$ cat config.mk
export PLATFORM = sky130hd
export DESIGN_NAME = regfile_wr_arbiter
export DESIGN_NICKNAME = d
export VERILOG_FILES = /design/src/rtl/regfile_wr_arbiter_pkg.sv /design/src/rtl/regfile_wr_arbiter_rr_picker.sv /design/src/rtl/regfile_wr_arbiter.sv
export SDC_FILE = /design/constraint.sdc
export NUM_CORES = 1
export LEC_CHECK = 0
export ABC_AREA = 0
export CORE_MARGIN = 3
export CORE_UTILIZATION = 43
export CTS_CLUSTER_SIZE = 20
export DETAILED_ROUTE_END_ITERATION = 10
export PLACE_DENSITY = 0.92
export SLEW_MARGIN = 30
export SYNTH_ARGS = -nofsm -noshare
export SYNTH_HDL_FRONTEND = slang
export SYNTH_SLANG_ARGS = --single-unit
export TNS_END_PERCENT = 20
$ cat constraint.sdc
create_clock -name clk -period 3.8 [get_ports clk]
set_input_delay 1.14 -clock clk [delete_from_list [all_inputs] [get_ports clk]]
set_output_delay 1.14 -clock clk [all_outputs]
set_load 0.02 [all_outputs]
$ cat src/rtl/regfile_wr_arbiter_pkg.sv
// rtl/regfile_wr_arbiter_pkg.sv - requester indices, default sizes and write-command type
package regfile_wr_arbiter_pkg;
  localparam int NREQ_DEFAULT = 3;
  localparam int DW_DEFAULT   = 8;
  localparam int AW_DEFAULT   = 2;

  localparam int REQ_ALU = 0;
  localparam int REQ_MEM = 1;
  localparam int REQ_IMM = 2;

  typedef struct packed {
    logic                  we;
    logic [AW_DEFAULT-1:0] addr;
    logic [DW_DEFAULT-1:0] data;
  } rf_wr_cmd_t;
endpackage

$ cat src/rtl/regfile_wr_arbiter_rr_picker.sv
// rtl/regfile_wr_arbiter_rr_picker.sv - combinational one-hot grant selection
// REGFILE_ARB_RR_EN selects round-robin from last+1; otherwise the lowest index wins.
module rr_picker
  import regfile_wr_arbiter_pkg::*;
#(
  parameter int NREQ = NREQ_DEFAULT
) (
  input  logic [NREQ-1:0] valid,
  input  logic [1:0]      last,
  output logic [NREQ-1:0] grant
);

`ifdef REGFILE_ARB_RR_EN
  // Step k visits requester (last+1+k) mod NREQ; the first valid one found wins.
  always_comb begin
    logic found;
    grant = '0;
    found = 1'b0;
    for (int k = 0; k < NREQ; k++) begin
      for (int i = 0; i < NREQ; i++) begin
        if (!found && valid[i] && (i == (int'(last) + 1 + k) % NREQ)) begin
          grant[i] = 1'b1;
          found    = 1'b1;
        end
      end
    end
  end
`else
  logic unused_last;
  assign unused_last = ^last;

  always_comb begin
    logic found;
    grant = '0;
    found = 1'b0;
    for (int i = 0; i < NREQ; i++) begin
      if (!found && valid[i]) begin
        grant[i] = 1'b1;
        found    = 1'b1;
      end
    end
  end
`endif

endmodule

$ cat src/rtl/regfile_wr_arbiter.sv
// rtl/regfile_wr_arbiter.sv - arbitrates writeback sources onto the register file write port
// Arbitration mode is chosen by REGFILE_ARB_RR_EN (round-robin when defined, fixed priority otherwise).
module regfile_wr_arbiter
  import regfile_wr_arbiter_pkg::*;
#(
  parameter int NREQ = NREQ_DEFAULT,
  parameter int DW   = DW_DEFAULT,
  parameter int AW   = AW_DEFAULT
) (
  input  logic              clk,
  input  logic              reset,
  input  logic              stall,
  input  logic [NREQ-1:0]   req_valid,
  input  logic [NREQ*AW-1:0] req_addr,
  input  logic [NREQ*DW-1:0] req_data,
  output logic [NREQ-1:0]   req_ready,
  output logic              rf_regwrite,
  output logic [AW-1:0]     rf_writereg,
  output logic [DW-1:0]     rf_data,
  output logic [1:0]        grant_id,
  output logic [15:0]       wr_count
);

  logic [1:0]      last;
  logic [NREQ-1:0] grant;
  logic [1:0]      sel_id;
  rf_wr_cmd_t      cmd;

  rr_picker #(.NREQ(NREQ)) u_picker (
    .valid (req_valid),
    .last  (last),
    .grant (grant)
  );

  // The picker only grants valid requesters, so a ready bit is already a transfer.
  assign req_ready = (stall || reset) ? '0 : grant;

  always_comb begin
    cmd    = '0;
    sel_id = '0;
    for (int i = 0; i < NREQ; i++) begin
      if (req_ready[i]) begin
        cmd.we   = 1'b1;
        cmd.addr = req_addr[i*AW +: AW];
        cmd.data = req_data[i*DW +: DW];
        sel_id   = 2'(i);
      end
    end
  end

  // Rising-edge update keeps the command stable across the register file's falling-edge write.
  always_ff @(posedge clk or posedge reset) begin
    if (reset) begin
      rf_regwrite <= 1'b0;
      rf_writereg <= '0;
      rf_data     <= '0;
      grant_id    <= 2'(REQ_ALU);
      wr_count    <= '0;
      last        <= 2'(NREQ - 1);
    end else begin
      rf_regwrite <= cmd.we;
      if (cmd.we) begin
        rf_writereg <= cmd.addr;
        rf_data     <= cmd.data;
        grant_id    <= sel_id;
        last        <= sel_id;
        wr_count    <= wr_count + 16'd1;
      end
    end
  end

endmodule
==> results.json, run 1 <==
{
  "start_util_pct": 45.4,
  "cp_common_cell": "clkdlybuf4s50_1",
  "fillerInstances": 246,
  "hold_viol_final": 0,
  "synth-main-ff-cell": "dfrtp_1",
  "synth_top_area_share_pct": 51.5,
  "cts_setup_buffers": 0,
  "leakage_nw": 0.958,
  "clk_pin_slew_ns": 0.10,
  "cts_buffers": 5,
  "hold_path.class": "reg -> reg",
  "worstRegToRegCells": 5,
  "drtIter0Drc": 79,
  "drc": 0,
  "outcome": "complete, no violations",
  "ys_warn_count": 0,
  "antenna_cells": 0,
  "synthTopCellsByCount": "29 x dfrtp_1, 14 x nor2_1, 12 x xnor2_1",
  "fin_crit_sh_pct": 96.9,
  "ff_latch_area_um2": 726,
  "slew_headroom_pct": 55.8,
  "fmax_mhz": 272,
  "timing.hold.ws_ns": 0.493,
  "grt_start_max_net_pins": 18,
  "drv_slew": 0,
  "synth-seq-area-share_pct": 51.5,
  "cp_cell_sequence": "clkdlybuf4s50_1 > nor2_2 > and2_1 > clkdlybuf4s50_1",
  "end_kind": "output pin",
  "antenna_found_initial": 0,
  "worst_slew_pin_slew_ns": 0.661,
  "vdd_drop_max_mv": 0.216,
  "syn_avg_cell_area_um2": 10.8,
  "async_flop_share_pct": 100,
  "cap_violations": 0,
  "dr.pass1.iters": 4,
  "layout.nets": 244,
  "gp_routability_congestion": 0.754,
  "die_w_um": 63.3,
  "grt_util_all_layers_pct": 20.0,
  "syn-cell-area_um2": 1410,
  "wl_mm": 3.71,
  "num_io_pins": 68,
  "grt_pass1_wl_mm": 6.09,
  "syn_inst": 130,
  "multi_input_area_um2": 641,
  "critical_path_required_ns": 2.66,
  "pre_cts_ws_ns": 0.0222,
  "viasPerCell": 5.12,
  "fin_ws_ns": 0.119,
  "num_rows": 20,
  "ys_top_cells_by_area": "dfrtp_1 51%, xnor2_1 7.5%, a22oi_1 4.8%, nor3_4 4.6%, a31oi_1 4.0%",
  "path_max_fanout": 5,
  "slowest_delay_ns": 0.61,
  "io_buffers": 67,
  "grt_pass1_vias": 1273,
  "fin_tns_setup_ns": 0,
  "yosys.area.top_type": "dfrtp_1",
  "startpoint_type": "input port",
  "ys_ff_latch": 29,
  "dieHeight_um": 63.3,
  "wl_per_cell_um": 14.7,
  "overflow": 0,
  "vias": 1290,
  "synthesis.nets": 167,
  "synth_most_common_cell": "dfrtp_1",
  "cts.sink_count": 29,
  "core-area_um2": 3100,
  "setup_viol": 0,
  "rsz0062_at_grt": "false",
  "root_buffer": "clkbuf_4",
  "min_delay_path_depth": 1,
  "fp.dieArea_um2": 4000,
  "clkLatencyLatePin_ns": 0.33,
  "skew_ns": 0.0103,
  "hpwl_mm": 2.92,
  "htreeDepth": 2,
  "synth_enable_flop_cells": 0,
  "slowest_stage": "clkdlybuf4s50_1",
  "ant_nets": 0,
  "synth_cell_type_count": 27,
  "area_delta_synth_final_pct": 61.6,
  "drive_above_1_share_pct": 11.5,
  "arrival_ns": 2.54,
  "clk_path_buf_depth": 2,
  "worstSetupPathType": "in -> out",
  "power.density_nw_per_um2": 462,
  "cts_tree": "yes",
  "final.min_clock_period_ns": 3.68
}
## worst paths after layout
check / startpoint / endpoint / slack (ns)
setup / recovery: reset / req_ready[0] / 0.12
hold / removal: wr_count[9]$_DFFE_PP0P_ / wr_count[9]$_DFFE_PP0P_ / 0.49
setup reg to reg: wr_count[0]$_DFFE_PP0P_ / wr_count[8]$_DFFE_PP0P_ / 2.31
hold reg to reg: wr_count[9]$_DFFE_PP0P_ / wr_count[9]$_DFFE_PP0P_ / 0.49
max in group asynchronous: reset / wr_count[15]$_DFFE_PP0P_ / 1.84
min in group asynchronous: reset / rf_regwrite$_DFF_PP0_ / 1.34
## flip-flops by register name, summed over array words and instances (netlist names)
name / flops
wr_count: 16
rf_regwrite: 1
rf_writereg: 2
grant_id: 2
rf_data: 8
## where the power goes
group          leakage, nW  switching, mW  internal, mW  total, mW
Combinational        0.538          0.148         0.169      0.317
Sequential           0.365         0.0617         0.358      0.420
Clock               0.0552          0.113         0.204      0.316
Total                0.958          0.322         0.731       1.05
## layout make-up
cell class | instances | share of cell area, %
clock buffers | 5 | 1.65
clock inverters | 3 | 2.86
inverters | 3 | 0.494
multi-input cells | 92 | 28.1
flip-flops and latches | 29 | 31.9
well taps | 44 | 2.42
repair buffers | 76 | 32.6
## routing by layer
| layer | part of all wire (%) | GRT usage, % |
|---|---|---|
| met1 | 38 | 21.7 |
| met2 | 52 | 35.0 |
| met3 | 8.0 | 7.84 |
| met4 | 1.4 | 7.28 |
| met5 | 0 | 0 |
## worst max-delay path, delay by kind of cell
kind / cells / cell delay [ns]
and+or+nand+nor: 2 / 0.35
buffers and inverters: 2 / 1.05
## metrics by stage
| stage | instances | power [mW] | instance area [µm²] | util (%) |
|---|---|---|---|---|
| after floorplan | 130 | 0.564 | 1410 | - |
| after global placement | 244 | 0.728 | 2170 | 69.9 |
| after detailed placement | 244 | 0.745 | 2170 | 69.9 |
| after CTS | 252 | 1.06 | 2270 | 73.2 |
| after global routing | 252 | 1.10 | 2280 | 73.4 |
| final | 252 | 1.05 | 2280 | 73.4 |
## timing repair
| item | in CTS | in global routing |
|---|---|---|
| gates resized for setup | 0 | 3 |
| setup endpoints to repair | 0 | 3 |
| hold buffers | 0 | 0 |
## cell families (layout without fill, tap and decap cells)
| family | after synthesis | count (layout) | share of synthesized area (%) |
|---|---|---|---|
| XOR/XNOR | 15 | 15 | 9.32 |
| multiplexers | 1 | 1 | 0.799 |
| buffers and inverters | 9 | 87 | 3.28 |
| adder cells (fa/ha/maj) | 1 | 1 | 0.887 |
| flip-flops | 29 | 29 | 51.5 |
| AND/OR/NAND/NOR | 44 | 44 | 20.7 |
| AO/OA/AOI/OAI | 31 | 31 | 13.6 |
## placed cells by master (no fill, tap or decap), types with 4 or more instances in the layout
| cell type | count |
|---|---|
| clkdlybuf4s50_1 | 65 |
| dfrtp_1 | 29 |
| nor2_1 | 13 |
| xnor2_1 | 12 |
| o21ai_0 | 9 |
| a22oi_1 | 9 |
| a31oi_1 | 9 |
| buf_4 | 9 |
| nand4_1 | 7 |
| clkbuf_4 | 5 |
| nor3_4 | 4 |
| nand2_1 | 4 |
(Power assumes the default switching activity.)
==> inputs of run 2 (changes only) <==
--- a/config.mk
+++ b/config.mk
@@ -10,7 +10,7 @@
 export CORE_UTILIZATION = 43
 export CTS_CLUSTER_SIZE = 20
 export DETAILED_ROUTE_END_ITERATION = 10
-export PLACE_DENSITY = 0.92
+export PLACE_DENSITY = 0.84
 export SLEW_MARGIN = 30
 export SYNTH_ARGS = -nofsm -noshare
 export SYNTH_HDL_FRONTEND = slang
==> run 2 against run 1 <==
Via count shrank 0.78%. Die area unchanged. Sequential share of layout area up 0.75 points. Sequential power hardly changed. Register-to-register slack about the same. Wire length is 5.0% lower. Cell area down 2.3%. Largest power group unchanged.
==> results.json, run 2 (synthesized netlist as in run 1, its figures left out) <==
{
  "power.density_nw_per_um2": 411,
  "drtIter0Drc": 51,
  "num_io_pins": 68,
  "cp_common_cell": "clkdlybuf4s50_1",
  "cp-startpoint": "req_valid[1]",
  "cts_tree": "yes",
  "wl_met2_mm": 1.72,
  "final_core_util_pct": 71.7,
  "drv_slew": 0,
  "skew_ns": 0.00551,
  "critical_path_required_ns": 2.66,
  "gp_routability_congestion": 0.804,
  "ant_nets": 0,
  "final_common_cell": "clkdlybuf4s50_1",
  "fin_crit_sh_pct": 98.7,
  "slowest_delay_ns": 0.62,
  "core-area_um2": 3100,
  "rsz0062_at_grt": "false",
  "die_w_um": 63.3,
  "cp_cell_sequence": "clkdlybuf4s50_1 > nor2b_1 > and2_1 > clkdlybuf4s50_1",
  "fin_tns_setup_ns": 0,
  "vdd_drop_max_mv": 0.181,
  "rr_startpoint": "wr_count[0]$_DFFE_PP0P_",
  "wl_mm": 3.52,
  "antenna_found_initial": 0,
  "outcome": "complete, no violations",
  "dr.pass1.iters": 4,
  "r2r-end": "wr_count[8]$_DFFE_PP0P_",
  "switching_share_pct": 33.0,
  "cap_violations": 0,
  "hold_path.class": "reg -> reg",
  "arrival_ns": 2.61,
  "leakage_nw": 0.898,
  "drive_above_1_share_pct": 10.6,
  "stdcell_count": 251,
  "layout.nets": 244,
  "dieHeight_um": 63.3,
  "drc": 0,
  "wl_per_cell_um": 14.0,
  "overflow": 0,
  "top_layer": "met4",
  "root_buffer": "clkbuf_4",
  "clk_path_buf_depth": 2,
  "worstRegToRegCells": 5,
  "htreeDepth": 2,
  "dp.cells": 244,
  "final.min_clock_period_ns": 3.75,
  "vias": 1280,
  "antenna_cells": 0,
  "fin_area_um2": 2230,
  "io_buffers": 67,
  "slowest_stage": "clkdlybuf4s50_1",
  "reg2reg_slack_ns": 2.32,
  "clk_pin_slew_ns": 0.08,
  "top_register": "wr_count",
  "final_cell_mix": "67 x clkdlybuf4s50_1, 29 x dfrtp_1, 13 x nor2_1, 12 x xnor2_1",
  "grt_start_max_net_pins": 29,
  "hpwl_mm": 2.85,
  "cts.sink_count": 29,
  "grt_pass1_vias": 1393,
  "grt_util_all_layers_pct": 19.6,
  "hold_viol_final": 0,
  "path_max_fanout": 3,
  "worstSetupPathType": "in -> out",
  "fmax_mhz": 267,
  "power_frac_clock_pct": 19.8,
  "cts_setup_buffers": 0,
  "cts_buffers": 5,
  "num_rows": 20,
  "worst_slew_pin_slew_ns": 0.657,
  "fp.dieArea_um2": 4000,
  "setup_viol": 0,
  "end_kind": "output pin",
  "startpoint_type": "input port",
  "grt_pass1_wl_mm": 6.07,
  "p_comb_share_pct": 34.3,
  "slew_headroom_pct": 56.0,
  "largest_register_ff_count": 16,
  "wl_met3_um": 367,
  "dpl-instance-area_um2": 2170,
  "wl_met1_mm": 1.34,
  "p_int_mw": 0.613,
  "clkLatencyLatePin_ns": 0.32,
  "start_util_pct": 45.4,
  "worstSetupEndpoint": "req_ready[1]",
  "power_frac_seq_pct": 45.9,
  "reg_top3": "wr_count: 16 flops, rf_data: 8 flops",
  "area_delta_synth_final_pct": 57.9,
  "viasPerCell": 5.10,
  "switchingPower_mw": 0.302
}
==> run 2: cell type report <==
type | instances | area (µm²)
timing repair buffer | 76 | 738
multi-input combinational | 92 | 641
tap | 44 | 55.1
fill | 247 | 877
inverter | 3 | 11.3
clock buffer | 7 | 55.1
sequential | 29 | 726
==> run 2: stage by stage <==
step	hold WS, ns	power [mW]	setup slack, ns
4_1_cts	0.480	0.923	0.0153
6_report	0.474	0.915	0.0480
2_1_floorplan	0.582	0.564	0.903
3_3_place_gp	0.461	0.731	0.0974
3_5_place_dp	0.465	0.742	0.0190
5_1_grt	0.500	0.965	0.00322
==> run 2: worst max-delay path, delay by kind of cell <==
family                 cells  cell delay [ns]
AND/OR/NAND/NOR            2             0.34
buffers and inverters      2             1.12
==> run 2: layer usage <==
metal  GRT usage, %  up-vias
met4           10.8        0
met3           7.84        9
met1           21.0      580
li1               -      622
met2           32.8       69
met5              0        -
==> run 2: worst min-delay path by stage <==
| stage | startpoint | to | slack, ns | depth (start not counted) |
|---|---|---|---|---|
| after CTS | wr_count[15]$_DFFE_PP0P_ | wr_count[15]$_DFFE_PP0P_ | 0.48 | 1 |
| after floorplan | wr_count[15]$_DFFE_PP0P_ | wr_count[15]$_DFFE_PP0P_ | 0.58 | 1 |
| after global routing | wr_count[15]$_DFFE_PP0P_ | wr_count[15]$_DFFE_PP0P_ | 0.50 | 1 |
| after detailed placement | wr_count[15]$_DFFE_PP0P_ | wr_count[15]$_DFFE_PP0P_ | 0.46 | 1 |
| final | wr_count[15]$_DFFE_PP0P_ | wr_count[15]$_DFFE_PP0P_ | 0.47 | 1 |
| after global placement | wr_count[15]$_DFFE_PP0P_ | wr_count[15]$_DFFE_PP0P_ | 0.46 | 1 |
==> run 2: power by group through the flow <==
stage          Sequential [mW]  Clock, mW  Combinational [mW]
6_report                 0.420      0.181               0.314
2_1_floorplan            0.477          0              0.0864
3_3_place_gp             0.421          0               0.310
5_1_grt                  0.429      0.200               0.337
4_1_cts                  0.421      0.185               0.317
3_5_place_dp             0.426          0               0.316
==> run 2: what timing repair did <==
action                                  in CTS  in global routing
hold buffers                                 0                  0
gates resized for setup                      0                  1
endpoints found under the setup margin       0                  3
